<file path="config.mk">
export PLATFORM = sky130hd
export DESIGN_NAME = parity_frame_scheduler
export DESIGN_NICKNAME = d
export VERILOG_FILES = /design/src/rtl/parity_frame_scheduler.sv
export SDC_FILE = /design/constraint.sdc
export NUM_CORES = 1
export LEC_CHECK = 0
export CAP_MARGIN = 30
export CORE_MARGIN = 5
export CORE_UTILIZATION = 25
export CTS_BUF_LIST = sky130_fd_sc_hd__clkbuf_4
export DETAILED_ROUTE_END_ITERATION = 6
export SLEW_MARGIN = 20
export SYNTH_ARGS = -nofsm -noshare
export SYNTH_HDL_FRONTEND = slang
export SYNTH_SLANG_ARGS = --single-unit
</file>
<file path="constraint.sdc">
create_clock -name clk -period 2.9 [get_ports clk]
set_input_delay 0.58 -clock clk [delete_from_list [all_inputs] [get_ports clk]]
set_output_delay 0.58 -clock clk [all_outputs]
set_load 0.05 [all_outputs]
</file>
<file path="src/rtl/parity_frame_scheduler.sv">
// -----------------------------------------------------------------------------
// parity_frame_scheduler
//
// Shares one bit-serial parity datapath among NREQ word requesters. A
// round-robin arbiter picks one pending requester, captures its WIDTH-bit
// word, and shifts the word out LSB-first on ser_bit/ser_valid. The word's
// parity is accumulated while it shifts and is reported, together with the
// requester index, on a one-cycle done pulse at the end of the frame.
//
// Configuration macro: PARITY_FRAME_ODD_EN
//   defined   -> odd parity  (parity = ~^word)
//   undefined -> even parity (parity =  ^word)
//   Frame timing is identical in both builds.
//
// Ports
//   clk        in   rising-edge clock
//   reset      in   asynchronous, active-high; clears all state immediately
//   req        in   [NREQ]        per-requester request level
//   data       in   [NREQ*WIDTH]  requester i word at data[i*WIDTH +: WIDTH]
//   grant      out  [NREQ]        one-hot, one-cycle grant pulse
//   ser_bit    out  current serial bit, LSB first
//   ser_valid  out  ser_bit is valid
//   busy       out  high while a frame is in progress (GRANT/SHIFT/DONE)
//   done       out  one-cycle pulse at frame end
//   done_id    out  [IDW]  index of the completed requester, valid with done
//   parity     out  parity of the completed word, valid with done
//   dbg_state  out  [2]    current FSM state (IDLE=0, GRANT=1, SHIFT=2, DONE=3)
//
// Handshake: a requester holds req[i] high and data stable until it sees
// grant[i]; the word is captured on the edge that raises grant[i], and the
// requester drops req[i] during the grant cycle. req/data are only looked at
// in IDLE, so changes during GRANT/SHIFT/DONE have no effect. A req still high
// when the scheduler returns to IDLE counts as a fresh request and is
// arbitrated after the other pending requesters.
//
// All outputs are registered. Frame timeline relative to the grant cycle G:
//   G: grant pulse, G+1..G+WIDTH: serial bits, G+WIDTH+1: done.
// -----------------------------------------------------------------------------
module parity_frame_scheduler #(
  parameter  int NREQ  = 4,
  parameter  int WIDTH = 8,
  localparam int IDW   = $clog2(NREQ)
) (
  input  logic                    clk,
  input  logic                    reset,
  input  logic [NREQ-1:0]         req,
  input  logic [NREQ*WIDTH-1:0]   data,
  output logic [NREQ-1:0]         grant,
  output logic                    ser_bit,
  output logic                    ser_valid,
  output logic                    busy,
  output logic                    done,
  output logic [IDW-1:0]          done_id,
  output logic                    parity,
  output logic [1:0]              dbg_state
);

  localparam int CW = $clog2(WIDTH);

`ifdef PARITY_FRAME_ODD_EN
  localparam logic ODD = 1'b1;
`else
  localparam logic ODD = 1'b0;
`endif

  typedef enum logic [1:0] {
    S_IDLE  = 2'd0,
    S_GRANT = 2'd1,
    S_SHIFT = 2'd2,
    S_DONE  = 2'd3
  } state_t;

  state_t           r_state, w_state;
  logic [WIDTH-1:0] r_sr, w_sr;
  logic [CW-1:0]    r_cnt, w_cnt;
  logic             r_acc, w_acc;
  logic [IDW-1:0]   r_id, w_id;
  logic [IDW-1:0]   r_last, w_last;
  logic [NREQ-1:0]  r_grant, w_grant;
  logic             r_ser_bit, w_ser_bit;
  logic             r_ser_valid, w_ser_valid;
  logic             r_busy, w_busy;
  logic             r_done, w_done;
  logic [IDW-1:0]   r_done_id, w_done_id;
  logic             r_parity, w_parity;

  // Round-robin pick: first set request scanning from the one after the
  // last granted requester, wrapping around.
  logic             w_found;
  logic [IDW-1:0]   w_sel;

  always_comb begin
    int             v_idx;
    logic [IDW-1:0] v_pos;
    w_found = 1'b0;
    w_sel   = '0;
    v_idx   = 0;
    v_pos   = '0;
    for (int k = 1; k <= NREQ; k++) begin
      v_idx = int'(r_last) + k;
      if (v_idx >= NREQ) v_idx = v_idx - NREQ;
      v_pos = IDW'(v_idx);
      if (!w_found && req[v_pos]) begin
        w_found = 1'b1;
        w_sel   = v_pos;
      end
    end
  end

  // Next-state and next-output logic; every output register is loaded with
  // the value it must show in the state being entered.
  always_comb begin
    w_state     = r_state;
    w_sr        = r_sr;
    w_cnt       = r_cnt;
    w_acc       = r_acc;
    w_id        = r_id;
    w_last      = r_last;
    w_grant     = '0;
    w_ser_bit   = 1'b0;
    w_ser_valid = 1'b0;
    w_done      = 1'b0;
    w_done_id   = r_done_id;
    w_parity    = r_parity;
    case (r_state)
      S_IDLE: begin
        if (w_found) begin
          w_state = S_GRANT;
          w_grant = NREQ'(1) << w_sel;
          w_sr    = data[int'(w_sel)*WIDTH +: WIDTH];
          w_cnt   = '0;
          w_acc   = 1'b0;
          w_id    = w_sel;
          w_last  = w_sel;
        end
      end
      S_GRANT: begin
        w_state     = S_SHIFT;
        w_ser_valid = 1'b1;
        w_ser_bit   = r_sr[0];
      end
      S_SHIFT: begin
        w_sr  = r_sr >> 1;
        w_acc = r_acc ^ r_sr[0];
        w_cnt = r_cnt + CW'(1);
        if (r_cnt == CW'(WIDTH-1)) begin
          // Last bit leaves this edge; fold it into the reported parity.
          w_state   = S_DONE;
          w_done    = 1'b1;
          w_done_id = r_id;
          w_parity  = r_acc ^ r_sr[0] ^ ODD;
        end else begin
          w_ser_valid = 1'b1;
          w_ser_bit   = r_sr[1];
        end
      end
      S_DONE: begin
        w_state = S_IDLE;
      end
      default: begin
        w_state = S_IDLE;
      end
    endcase
    w_busy = (w_state != S_IDLE);
  end

  always_ff @(posedge clk or posedge reset) begin
    if (reset) begin
      r_state     <= S_IDLE;
      r_sr        <= '0;
      r_cnt       <= '0;
      r_acc       <= 1'b0;
      r_id        <= '0;
      r_last      <= IDW'(NREQ-1);
      r_grant     <= '0;
      r_ser_bit   <= 1'b0;
      r_ser_valid <= 1'b0;
      r_busy      <= 1'b0;
      r_done      <= 1'b0;
      r_done_id   <= '0;
      r_parity    <= 1'b0;
    end else begin
      r_state     <= w_state;
      r_sr        <= w_sr;
      r_cnt       <= w_cnt;
      r_acc       <= w_acc;
      r_id        <= w_id;
      r_last      <= w_last;
      r_grant     <= w_grant;
      r_ser_bit   <= w_ser_bit;
      r_ser_valid <= w_ser_valid;
      r_busy      <= w_busy;
      r_done      <= w_done;
      r_done_id   <= w_done_id;
      r_parity    <= w_parity;
    end
  end

  assign grant     = r_grant;
  assign ser_bit   = r_ser_bit;
  assign ser_valid = r_ser_valid;
  assign busy      = r_busy;
  assign done      = r_done;
  assign done_id   = r_done_id;
  assign parity    = r_parity;
  assign dbg_state = r_state;

endmodule
</file>
== Word-level counts from Yosys, hierarchy flattened ==
Index checks and enable logic that the tools add are counted.
Word-level totals
  word-level logic and storage cells: 87
  bits of input ports: 38
  register bits: 29
Operators by class
  shifts and indexed selects: 2
  equality and inequality tests: 5
  multiplexer cells: 37
  $add $sub $neg: 9
  order comparisons: 8
  bitwise gates (word level): 1
  reductions and logical operators: 12
Operator list (count)
  $shiftx A32 B6 Y8: 1
  $mux W2: 10
  $pmux W8 S2: 1
  $mux W1: 13
  $lt A2 B3 Y1 const B: 4
  $ge A3 B3 Y1 const B: 3
  $bmux W1 S2: 4
  $mux W4: 2
  $mux W8: 1
  $pmux W2 S4: 1
  $sub A2 B1 Y2 const B: 4
  $add A2 B2 Y3 const B: 2
  $pmux W1 S2: 3
  $pmux W3 S2: 1
  $reduce_and A2 Y1: 3
  $add A2 B3 Y4 const B: 1
  $eq A2 B2 Y1 const B: 2
  $ge A4 B3 Y1 const B: 1
  $reduce_bool A2 Y1: 2
  $shl A1 B2 Y4 const A: 1
  $add A2 B1 Y3 const B: 1
  $add A3 B1 Y3 const B: 1
  $eq A3 B3 Y1 const B: 1
  $logic_and A1 B1 Y1: 3
  6 further kinds: 8

== Longest topological paths before layout ==
Gate-level depths: netlist (run 1).
  depth in word-level cells: 18
  depth in mapped cells: 7
  depth with buffers taken out: 7

== Worst setup path after synthesis (run 1) ==
Ideal clock, no wire load.
  path type: reg2reg
  start: register r_state[0] (netlist: dbg_state[0])
  end: register r_sr[1]
  setup time: 0.131 ns
  buffers on the path: 1
  period minus slack after synthesis: 2.027 ns
  cell stages (with the launch flop): 8
  data arrival time: 1.897 ns
  slack: 0.873 ns
  cell sequence: dfrtp_1 inv_1 ha_1 buf_2 mux2i_4 a221o_1 a211oi_1 a211oi_2
Between the ends
  longest elaborated chain between the ends: 3
  elaborated cells on any way between the ends: 6
Ends and longest elaborated chain
  start: declaration: RTL line 73  | state_t r_state, w_state;
  start signal: assignment: RTL line 183  | r_state <= w_state;
  $eq A2 B2 Y1 / $logic_not A2 Y1 (equally long branches): RTL line 125  | case (r_state)
  $reduce_bool A2 Y1 (no source line) / $ne A2 B2 Y1 (equally long branches)
  $reduce_and A2 Y1 (no source line)
  end signal: assignment: RTL line 184  | r_sr <= w_sr;
  end: declaration: RTL line 74  | logic [WIDTH-1:0] r_sr, w_sr;
Several ways; a longest one is shown, not always the timed one.
A chain may end at the register's enable or synchronous reset.

== Worst setup path after layout (run 1) ==
  start: input req[2]
  end: register r_sr[7]
Between the ends
  longest elaborated chain between the ends: 15
  elaborated cells on any way between the ends: 27
Ends and longest elaborated chain
  start: declaration: RTL line 46  | input logic [NREQ-1:0] req,
  $bmux W1 S2: RTL line 103  | if (!w_found && req[v_pos]) begin
  $mux W1 (not written as such): RTL line 103
  $mux W1: RTL line 103
  $logic_not A1 Y1: RTL line 103
  $logic_and A1 B1 Y1: RTL line 103
  $mux W1: RTL line 103
  $logic_not A1 Y1: RTL line 103
  $logic_and A1 B1 Y1: RTL line 103
  $mux W1: RTL line 103
  $logic_not A1 Y1: RTL line 103
  $logic_and A1 B1 Y1: RTL line 103
  $mux W2: RTL line 103
  $shiftx A32 B6 Y8: RTL line 130  | w_sr = data[int'(w_sel)*WIDTH +: WIDTH];
  $mux W8: RTL line 127  | if (w_found) begin
  $pmux W8 S2: RTL line 125
Several ways; a longest one is shown, not always the timed one. The select of a mux whose other input is x is not followed.

==> summary.md, run 1 <==
| Metric | Value |
|---|---|
| Share of layout cells above drive strength 1 | 10.0% |
| Power per Cell Area | 983 nW/µm² |
| Final worst-path setup slack | 0.594 ns |
| PostCTS Resize Cnt | 0 |
| Maximum capacitance violations | 0 |
| Effective utilization at floorplan | 25.4% |
| Cell area after layout | 2360 µm² |
| Hold_buf cts | 0 |
| Number of global-route vias before repair | 1625 |
| Top achievable clock speed | 434 MHz |
| Filler Cell Count | 697 |
| Most used flip-flop cell after synthesis | dfrtp_1 |
| Instance count of the mapped netlist | 185 |
| Peak VDD IR | 267 µV |
| Clock transition at the registers of the reported paths | 0.09 ns |
| Cell row count | 30 |
| Area of the mapped netlist | 1720 µm² |
| Clock buffers created by TritonCTS | 5 |
| All-layer global routing usage | 11.2% |
| Width of the chip | 92.9 µm |
| WP data arrival | 2.53 ns |
| Min-Delay Path Class | reg2reg |
| Arithmetic-cell share of the synthesized area counting full adders, half adders and majority gates | 3.64% |
| Portion of netlist area occupied by mux cells | 3.20% |
| IO Port Bufs | 50 |
| Worst hold slack across all endpoints | 0.485 ns |
| Post-layout nets | 282 |
| First-pass GRT wire length | 7720 µm |
| Worst endpoint required time | 3.12 ns |
| Number of levels in the clock H-tree | 2 |
| Sum of overflow across all layers after global routing | 0 |
| RSZ-0062 raised after global routing | no |
| Vertical extent of the die | 92.9 µm |
| Total Wirelength | 4620 µm |
| Core utilization of the finished layout | 35.0% |
| Unique cell type count in the Yosys netlist | 45 |
| Avg Cell Area, Syn | 9.29 µm² |
| Tightest slew margin relative to the limit | 60.7% |
| Sinks on the clock net | 29 |
| Drt wl/cell | 14.4 µm |
| Placeable core area | 6760 µm² |
| CTS Root Buffer Type | clkbuf_4 |
| Post-synthesis share of cell area spent on xor and xnor gates | 0.510% |
| Share of flip-flops with an asynchronous set or reset after synthesis | 100% |
| Result of the run | finished, final reports clean |
| Share of the clock period used by the worst path | 79.5% |
| Maximum buffer depth of the clock tree | 2 |
| Pre-CTS WS | 0.275 ns |
| Non-filler cells, final | 320 |
| Leakage power total | 1.02 nW |
| Worst-path maximum fanout | 15 |
| Antenna Diode Count | 0 |
| Worst slew pin tran | 0.589 ns |
| Clock tree from TritonCTS | built |
| Number of nets produced by synthesis | 228 |
| Clk_lat worst skew | 0.32 ns |
| Vias per std cell | 5.07 |
| Total iterations of the first detailed-routing run | 5 |
| Slew Limit Fails | 0 |
| Sequential-to-total area share from yosys stat | 42.4% |
| Initial antenna violation count | 0 |
| Power Total | 2.32 mW |
| # DRC | 0 |
| Placed Area | 2310 µm² |
| Area growth from synthesis to layout | 37.6% |
| Post-DP HPWL | 3610 µm |
| Setup fix buffers added after clock tree synthesis | 0 |
| Critical path type | in2reg |
| Largest net degree at the start of global routing | 20 |
| Final sum of negative setup slack | 0 ns |
| Area fraction in and, or, nand and nor cells after synthesis | 11.9% |
| Top Ports | 51 |
| Flops & latches, synth | 29 |
| Final RePlAce weighted congestion | 0.878 |
| Count of placed standard cells including taps | 312 |
| Count of antenna-violating nets left after detailed routing | 0 |
| Main combinational cell family by area after synthesis | compound AO/OA/AOI/OAI gates |
| Number of hold-slack violations in the final timing report | 0 |
| Overall die area | 8630 µm² |
| Number of vias after detailed routing | 1623 |
| Final worst clock skew | 0.00963 ns |
| Yosys synthesis warning count | 0 |
| Starting DRT DRC Count | 71 |
| CP Launch Type | input pin |
| Number of enable-type register cells in the synthesized netlist | 0 |
| Tmin final | 2.31 ns |
| Final-report setup violation count | 0 |
| CP Capture Type | register |
| Synth Area in Compound Gates | 31.1% |
==> flip-flops by register name (all words and copies together), names as in the netlist, 2 cells and up <==
name,count
r_sr,8
grant,4
r_cnt,3
dbg_state,2
done_id,2
r_id,2
r_last,2
==> cells by family after synthesis <==
logic type	after synthesis
AND/OR/NAND/NOR	43
XOR/XNOR	1
adder cells (fa/ha/maj)	5
buffers and inverters	28
AO/OA/AOI/OAI	75
flip-flops	29
multiplexers	4
==> critical path, cell delays in order <==
cell and delay (ns):
clkdlybuf4s50_1 0.62, nand2b_1 0.18, o21ai_1 0.15, a21o_1 0.39
a211o_1 0.35, a32o_1 0.25
==> cell type report <==
| type | count | area, µm² | share of cell area (%) |
|---|---|---|---|
| repair buffers | 57 | 553 | 23.4 |
| clock buffers | 5 | 37.5 | 1.59 |
| inverters | 18 | 67.6 | 2.86 |
| multi-input cells | 128 | 865 | 36.6 |
| clock inverters | 3 | 12.5 | 0.529 |
| well taps | 80 | 100 | 4.24 |
| flip-flops and latches | 29 | 728 | 30.8 |
==> routing by layer <==
metal	track usage, %	share of wire (%)
met1	15.1	45
met2	16.4	44
met3	3.01	8.6
met4	5.86	2.7
met5	0	0
==> report_power, final <==
| part | switching, mW | total, mW | internal (mW) | leakage [nW] |
|---|---|---|---|---|
| registers | 0.135 | 0.719 | 0.584 | 0.362 |
| clock network | 0.138 | 0.226 | 0.0875 | 0.0300 |
| logic | 0.804 | 1.38 | 0.574 | 0.632 |
| total | 1.08 | 2.32 | 1.25 | 1.02 |
==> placed cells by master, fill, tap and decap left out, drive strengths merged <==
| cell | count |
|---|---|
| o22a | 2 |
| mux2i | 2 |
| a21boi | 1 |
| a31oi | 7 |
| nand2 | 9 |
| nor3 | 3 |
| o22ai | 5 |
| or2 | 1 |
| nor2 | 13 |
| o21a | 2 |
| nor4 | 1 |
| dfrtp | 27 |
| nor2b | 3 |
| a32o | 3 |
| buf | 7 |
| dfstp | 2 |
| nand3 | 9 |
| inv | 17 |
| a21oi | 12 |
| xnor2 | 1 |
| clkbuf | 5 |
| a32oi | 5 |
| a22oi | 2 |
| nand2b | 1 |
| a211oi | 8 |
| a221o | 2 |
| mux2 | 2 |
| or4 | 1 |
| a211o | 1 |
| and3 | 2 |
| ha | 5 |
| clkdlybuf4s50 | 50 |
| a21o | 10 |
| a22o | 2 |
| o2bb2ai | 1 |
| clkinv | 4 |
| o21ai | 12 |
==> synthesized netlist by cell type (2+ instances only) <==
cell,instances,share of area (%)
mux2_2,2,1.3
o21ai_0,11,3.2
a21o_1,10,4.4
nand3_1,9,2.6
a22oi_1,2,0.87
nor2b_1,3,1.1
nand2_1,9,2.0
and3_1,2,0.73
a211oi_2,2,1.5
a32oi_1,5,2.5
o22a_1,2,1.0
inv_1,17,3.7
ha_1,5,3.6
nor2_1,13,2.8
o21a_1,2,0.87
o22ai_1,4,1.5
clkbuf_1,3,0.66
dfstp_2,2,3.1
a31oi_1,7,2.5
a211oi_1,6,2.6
a22o_1,2,1.0
nor3_1,3,0.87
buf_2,3,0.87
a32o_1,3,1.7
a221o_1,2,1.2
dfrtp_1,27,39
a21oi_1,11,3.2
==> final timing paths <==
check                                 startpoint                   end  depth (start not counted)  slack [ns]
min                          r_id[1]$_DFFE_PP0P_   r_id[1]$_DFFE_PP0P_                          1        0.49
max in group asynchronous                  reset  r_cnt[0]$_DFFE_PP0P_                          3        1.75
max                                       req[2]   r_sr[7]$_DFFE_PP0P_                          6        0.59
min reg2reg                  r_id[1]$_DFFE_PP0P_   r_id[1]$_DFFE_PP0P_                          1        0.49
max reg2reg                r_last[1]$_DFFE_PP1P_   r_sr[7]$_DFFE_PP0P_                          5        0.80
min in group asynchronous                  reset    grant[2]$_DFF_PP0_                          2        0.54
No activity file was read; power rests on OpenSTA's default activity.
==> run 2, diff against run 1 <==
clock period = 1.9 ns   (was 2.9 ns; I/O delays follow)
==> run 2 against run 1 <==
Compared with the run above: routed wire length is 5.7% higher; cell count increased by 10%; register-to-register slack lost 0.70 ns; sequential power grew 50%; worst hold slack got worse by 0.068 ns; total power rose by 72%; critical path depth shrank 5; sequential share of layout area is 2.9 points lower; via count up 5.4%; critical endpoint is now grant[1]; largest power group unchanged.
==> summary.md, run 2 (synthesis results as in run 1) <==
| Metric | Value |
|---|---|
| Result of the run | finished, final reports clean |
| Initial antenna violation count | 0 (unchanged) |
| Slowest Stage Delay on Critical Path | 0.80 ns (+0.18 ns) |
| Final sum of negative setup slack | 0 ns (unchanged) |
| Min-Delay Path Class | in2async |
| Maximum capacitance violations | 0 (unchanged) |
| Clk_lat worst skew | 0.33 ns (about the same) |
| Detailed-route wire length on metal 1 | 2330 µm (+12%) |
| WP data arrival | 1.46 ns (-1.07 ns) |
| Worst Reg-to-Reg Cells | 6 (+1) |
| Critical path type | reg2out |
| Most common library cell in the layout ignoring fill and taps | buf_4 |
| Final worst clock skew | 0.0102 ns (+0.000610 ns) |
| Post-layout nets | 315 (+12%) |
| CTS Root Buffer Type | clkbuf_4 |
| Antenna Diode Count | 0 (unchanged) |
| Slew Limit Fails | 0 (unchanged) |
| Drt wl/cell | 13.8 µm (-4.2%) |
| Highest-count cells in the layout ignoring fill and taps | 49 x buf_4, 36 x clkdlybuf4s50_1, 25 x dfrtp_1, 17 x inv_1, 13 x nor2_1 |
| Peak VDD IR | 493 µV (+85%) |
| Placeable core area | 6760 µm² (unchanged) |
| All-layer global routing usage | 12.0% (+0.80 points) |
| Cell area after layout | 2620 µm² (+11%) |
| WL met3 | 371 µm (-6.3%) |
| Effective utilization at floorplan | 25.4% (unchanged) |
| Clock tree from TritonCTS | built |
| Fraction of power spent switching nets | 43.4% (-3.0 points) |
| Number of hold-slack violations in the final timing report | 0 (unchanged) |
| Count of antenna-violating nets left after detailed routing | 0 (unchanged) |
| Worst slew pin tran | 0.493 ns (-0.0962 ns) |
| Worst R2R End | r_sr[2]$_DFFE_PP0P_ |
| Slack of the worst reg-to-reg path | 0.10 ns (-0.70 ns) |
| Overall die area | 8630 µm² (unchanged) |
| Area growth from synthesis to layout | 52.2% |
| Tightest slew margin relative to the limit | 67.0% (+6.3 points) |
| Number of global-route vias before repair | 1721 (+5.9%) |
| Post-DP HPWL | 3900 µm (+8.0%) |
| Core utilization of the finished layout | 38.7% (+3.7 points) |
| Final-report setup violation count | 0 (unchanged) |
| Clock buffers created by TritonCTS | 5 (unchanged) |
| Filler Cell Count | 702 (+0.72%) |
| Cell with the largest stage delay on the worst path | clkdlybuf4s50_1 |
| Cells traversed along the worst timing path | clkdlybuf4s50_1 |
| Worst-path maximum fanout | 1 (-14) |
| IO Port Bufs | 50 (unchanged) |
| Max reg flops | 8 (unchanged) |
| Kind of cell adding the most delay to the critical path | buffers and inverters |
| Net Switching | 1.73 mW (+61%) |
| Leakage power total | 1.23 nW (+20%) |
| Sum of overflow across all layers after global routing | 0 (unchanged) |
| Number of levels in the clock H-tree | 2 (unchanged) |
| RSZ-0062 raised after global routing | no |
| Total Wirelength | 4880 µm (+5.7%) |
| Vertical extent of the die | 92.9 µm (unchanged) |
| Number of vias after detailed routing | 1710 (+5.4%) |
| Sinks on the clock net | 29 (unchanged) |
| Clock network power share | 9.7% (about the same) |
| Share of the clock period used by the worst path | 97.0% |
| Pint | 2.26 mW (+81%) |
| Tmin final | 1.84 ns |
| Largest net degree at the start of global routing | 30 (+50%) |
| Placed Area | 2540 µm² (+10%) |
| Vias per std cell | 4.84 (-4.5%) |
| Starting DRT DRC Count | 77 (+8.5%) |
| CP Capture Type | output port |
| Worst endpoint required time | 1.52 ns (-1.60 ns) |
| First-pass GRT wire length | 8180 µm (+5.9%) |
| Amount of wire on met2 after detailed routing | 2060 µm (+2.5%) |
| CP Launch Type | register |
| Share of layout cells above drive strength 1 | 26.0% (+16 points) |
| Number of buffers and inverters on the critical path | 1 (unchanged) |
| # DRC | 0 (unchanged) |
| Final RePlAce weighted congestion | 0.832 (-5.1%) |
| Reg power frac | 27.1% (-3.9 points) |
| Width of the chip | 92.9 µm (unchanged) |
| Power Total | 3.99 mW (+72%) |
| Top layer in use | met4 |
| Clock transition at the registers of the reported paths | 0.09 ns (about the same) |
| Maximum buffer depth of the clock tree | 2 (unchanged) |
| Cell row count | 30 (unchanged) |
| Total iterations of the first detailed-routing run | 4 (-1) |
| Top achievable clock speed | 543 MHz |
| Top reg by flops | r_sr |
| Top Ports | 51 (unchanged) |
| Power per Cell Area | 1530 nW/µm² (+55%) |
| Reg-to-Reg Start | r_last[1]$_DFFE_PP1P_ |
| Comb power frac | 63.3% (+4.0 points) |
## run 2: metrics by stage
stage                     instances  hold slack, ns  setup WS, ns
after CTS                       352           0.426        0.0254
after global routing            353           0.456       0.00391
after detailed placement        344           0.468        -0.381
after floorplan                 185           0.446        0.0377
final                           353           0.417        0.0575
after global placement          344           0.458        -0.397
## run 2: how the worst max path moves through the flow
stage / startpoint / slack, ns / cells after the start / end
after floorplan: dbg_state[0]$_DFF_PP0_ / 0.04 / 7 / r_sr[1]$_DFFE_PP0P_
after global placement: req[3] / -0.40 / 7 / busy$_DFF_PP0_
after detailed placement: req[3] / -0.38 / 7 / r_sr[4]$_DFFE_PP0P_
after CTS: req[1] / 0.03 / 7 / r_sr[4]$_DFFE_PP0P_
after global routing: grant[1]$_DFF_PP0_ / 0.004 / 1 / grant[1]
final: grant[1]$_DFF_PP0_ / 0.06 / 1 / grant[1]
## run 2: metal layers
metal	vias to the layer above	track usage (%)
met5	-	0
li1	852	-
met2	57	17.1
met3	13	2.84
met1	788	16.9
met4	0	6.11
## run 2: repair_timing
item                       CTS  global route
setup endpoints to repair    4             8
hold endpoints to repair     0             0
setup buffers                0             1
pin swaps                    0             2
hold buffers                 0             0
resized for setup            2             3
## run 2: power groups by stage
stage,Sequential [mW],Clock [mW],Combinational [mW]
2_1_floorplan,1.32,0,1.36
3_3_place_gp,1.10,0,2.47
3_5_place_dp,1.10,0,2.51
4_1_cts,1.09,0.400,2.52
5_1_grt,1.12,0.430,2.77
6_report,1.08,0.386,2.53
## run 2: cell type report
type	count	area, µm²	share of cell area [%]
well taps	80	100	3.83
clock buffers	7	52.6	2.01
flip-flops and latches	29	731	27.9
repair buffers	90	795	30.4
clock inverters	1	3.75	0.144
inverters	18	67.6	2.58
multi-input cells	128	866	33.1
==> run 3, diff against run 2 <==
CORE_ASPECT_RATIO = 0.75   (was not set)
==> run 3 against run 2 <==
Compared with the run above: register-to-register slack improved by 0.02 ns; total power rose by 1.6%; worst hold slack improved by 0.010 ns; critical path depth unchanged; setup slack worse by 0.0015 ns; combinational power fell by 2%; maximum frequency barely moved; via count down 2.7%; sequential power about the same; highest routed layer unchanged.
==> summary.md, run 3 (synthesis results as in run 1) <==
| Metric | Value |
|---|---|
| Result of the run | finished, final reports clean |
| Vertical extent of the die | 81.8 µm (-12%) |
| Tightest slew margin relative to the limit | 67.3% (+0.27 points) |
| Clock buffers created by TritonCTS | 5 (unchanged) |
| Maximum buffer depth of the clock tree | 2 (unchanged) |
| Drt wl/cell | 13.6 µm (-1.6%) |
| Top Ports | 51 (unchanged) |
| Total iterations of the first detailed-routing run | 4 (unchanged) |
| Final-report setup violation count | 0 (unchanged) |
| Count of placed standard cells including taps | 342 (-0.58%) |
| Leakage power total | 1.21 nW (-1.8%) |
| Clock transition at the registers of the reported paths | 0.09 ns (about the same) |
| Cell area after layout | 2600 µm² (-0.53%) |
| Net Switching | 1.72 mW (-0.71%) |
| Fraction of power spent switching nets | 42.5% (-0.97 points) |
| IO Port Bufs | 50 (unchanged) |
| Min-Delay Path Class | in2async |
| Clock network power share | 12.2% (+2.5 points) |
| Total Wirelength | 4760 µm (-2.5%) |
| Final RePlAce weighted congestion | 0.853 (+2.5%) |
| Number of levels in the clock H-tree | 2 (unchanged) |
| Slew Limit Fails | 0 (unchanged) |
| Final worst clock skew | 0.00990 ns (-0.000339 ns) |
| Effective utilization at floorplan | 25.5% (+0.085 points) |
| Starting DRT DRC Count | 68 (-12%) |
| Number of buffers and inverters on the critical path | 1 (unchanged) |
| Largest net degree at the start of global routing | 30 (unchanged) |
| Share of the clock period used by the worst path | 97.0% (about the same) |
| Most common library cell in the layout ignoring fill and taps | buf_4 |
| WP data arrival | 1.46 ns (about the same) |
| Antenna Diode Count | 0 (unchanged) |
| Non-filler cells, final | 350 (-0.85%) |
| Pint | 2.33 mW (+3.3%) |
| Clock tree from TritonCTS | built |
| Placed Area | 2500 µm² (-1.8%) |
| Clk_lat worst skew | 0.32 ns (about the same) |
| Post-layout nets | 308 (-2.2%) |
| Peak VDD IR | 369 µV (-25%) |
| Number of vias after detailed routing | 1664 (-2.7%) |
| Worst slew pin tran | 0.489 ns (-0.00410 ns) |
| Tmin final | 1.84 ns (+0.00147 ns) |
| # DRC | 0 (unchanged) |
| Number of hold-slack violations in the final timing report | 0 (unchanged) |
| Critical path type | reg2out |
| Comb power frac | 61.0% (-2.3 points) |
| Post-DP HPWL | 3900 µm (about the same) |
| Overall die area | 8650 µm² (+0.20%) |
| Power Total | 4.05 mW (+1.6%) |
| Top reg by flops | r_sr |
| Area growth from synthesis to layout | 51.4% |
| First-pass GRT wire length | 7840 µm (-4.1%) |
| Placeable core area | 6730 µm² (-0.33%) |
| Initial antenna violation count | 0 (unchanged) |
| Vias per std cell | 4.75 (-1.9%) |
| CP Launch Type | register |
| Kind of cell adding the most delay to the critical path | buffers and inverters |
| Sum of overflow across all layers after global routing | 0 (unchanged) |
| Setup fix buffers added after clock tree synthesis | 0 (unchanged) |
| Width of the chip | 106 µm (+14%) |
| Cell with the largest stage delay on the worst path | clkdlybuf4s50_1 |
| CP Capture Type | output port |
| Combined flip-flop and latch cell area | 731 µm² (unchanged) |
| Cell row count | 26 (-13%) |
| Worst endpoint required time | 1.52 ns (about the same) |
| CTS Root Buffer Type | clkbuf_4 |
| Maximum capacitance violations | 0 (unchanged) |
| All-layer global routing usage | 11.5% (-0.50 points) |
| Share of layout cells above drive strength 1 | 25.9% (-0.067 points) |
| Worst-path maximum fanout | 1 (unchanged) |
| Sinks on the clock net | 29 (unchanged) |
| Cells traversed along the worst timing path | clkdlybuf4s50_1 |
| Power per Cell Area | 1560 nW/µm² (+2.1%) |
| Max reg flops | 8 (unchanged) |
| Highest-count cells in the layout ignoring fill and taps | 44 x buf_4, 35 x clkdlybuf4s50_1, 25 x dfrtp_1, 17 x inv_1, 13 x nor2_1 |
| Slowest Stage Delay on Critical Path | 0.80 ns (about the same) |
| Hold_buf cts | 0 (unchanged) |
| Filler Cell Count | 668 (-4.8%) |
| Count of antenna-violating nets left after detailed routing | 0 (unchanged) |
| Multi-input gate area in the final layout | 881 µm² (+1.7%) |
| Number of global-route vias before repair | 1626 (-5.5%) |
| Top achievable clock speed | 542 MHz (about the same) |
| Reg power frac | 26.8% (-0.3 points) |
## run 3: cell type report
cell class	count	share of cell area, %
multi-input cells	128	33.9
clock inverters	2	1.30
repair buffers	83	28.4
flip-flops and latches	29	28.1
well taps	84	4.04
inverters	18	2.60
clock buffers	6	1.73
## run 3: per-layer routing
metal	vias to the layer above	global-route usage, %	part of all wire, %
met5	-	0	0
met2	45	17.5	42
met3	5	4.08	6.7
li1	840	-	-
met1	774	15.9	51
met4	0	2.33	0.48
## run 3: worst paths after layout
path | startpoint | endpoint | slack, ns | cells after the start
setup / recovery | grant[3]$_DFF_PP0_ | grant[3] | 0.06 | 1
hold / removal | reset | ser_valid$_DFF_PP0_ | 0.43 | 3
setup reg to reg | r_last[1]$_DFFE_PP1P_ | r_sr[7]$_DFFE_PP0P_ | 0.12 | 5
hold reg to reg | r_id[1]$_DFFE_PP0P_ | r_id[1]$_DFFE_PP0P_ | 0.49 | 1
max in group asynchronous | reset | r_last[0]$_DFFE_PP1P_ | 1.15 | 3
min in group clk | r_id[1]$_DFFE_PP0P_ | r_id[1]$_DFFE_PP0P_ | 0.49 | 1
## run 3: repair_timing
action,CTS,global route
resized for setup,0,7
setup endpoints to repair,0,8
hold endpoints to repair,0,0
## run 3: through the flow
step	util [%]	hold WS (ns)	setup slack, ns	TNS, ns
2_1_floorplan	-	0.446	0.0377	0
3_3_place_gp	37.1	0.469	-0.295	-3.84
3_5_place_dp	37.1	0.482	-0.337	-4.09
4_1_cts	38.3	0.424	0.0140	0
5_1_grt	38.6	0.458	-0.00182	-0.00182
6_report	38.6	0.428	0.0561	0
## run 3: power by group through the flow
stage	Clock [mW]	Sequential (mW)	Combinational, mW
after floorplan	0	1.32	1.36
after global placement	0	1.10	2.42
after detailed placement	0	1.10	2.45
after CTS	0.513	1.09	2.46
after global routing	0.547	1.13	2.71
final	0.495	1.09	2.47
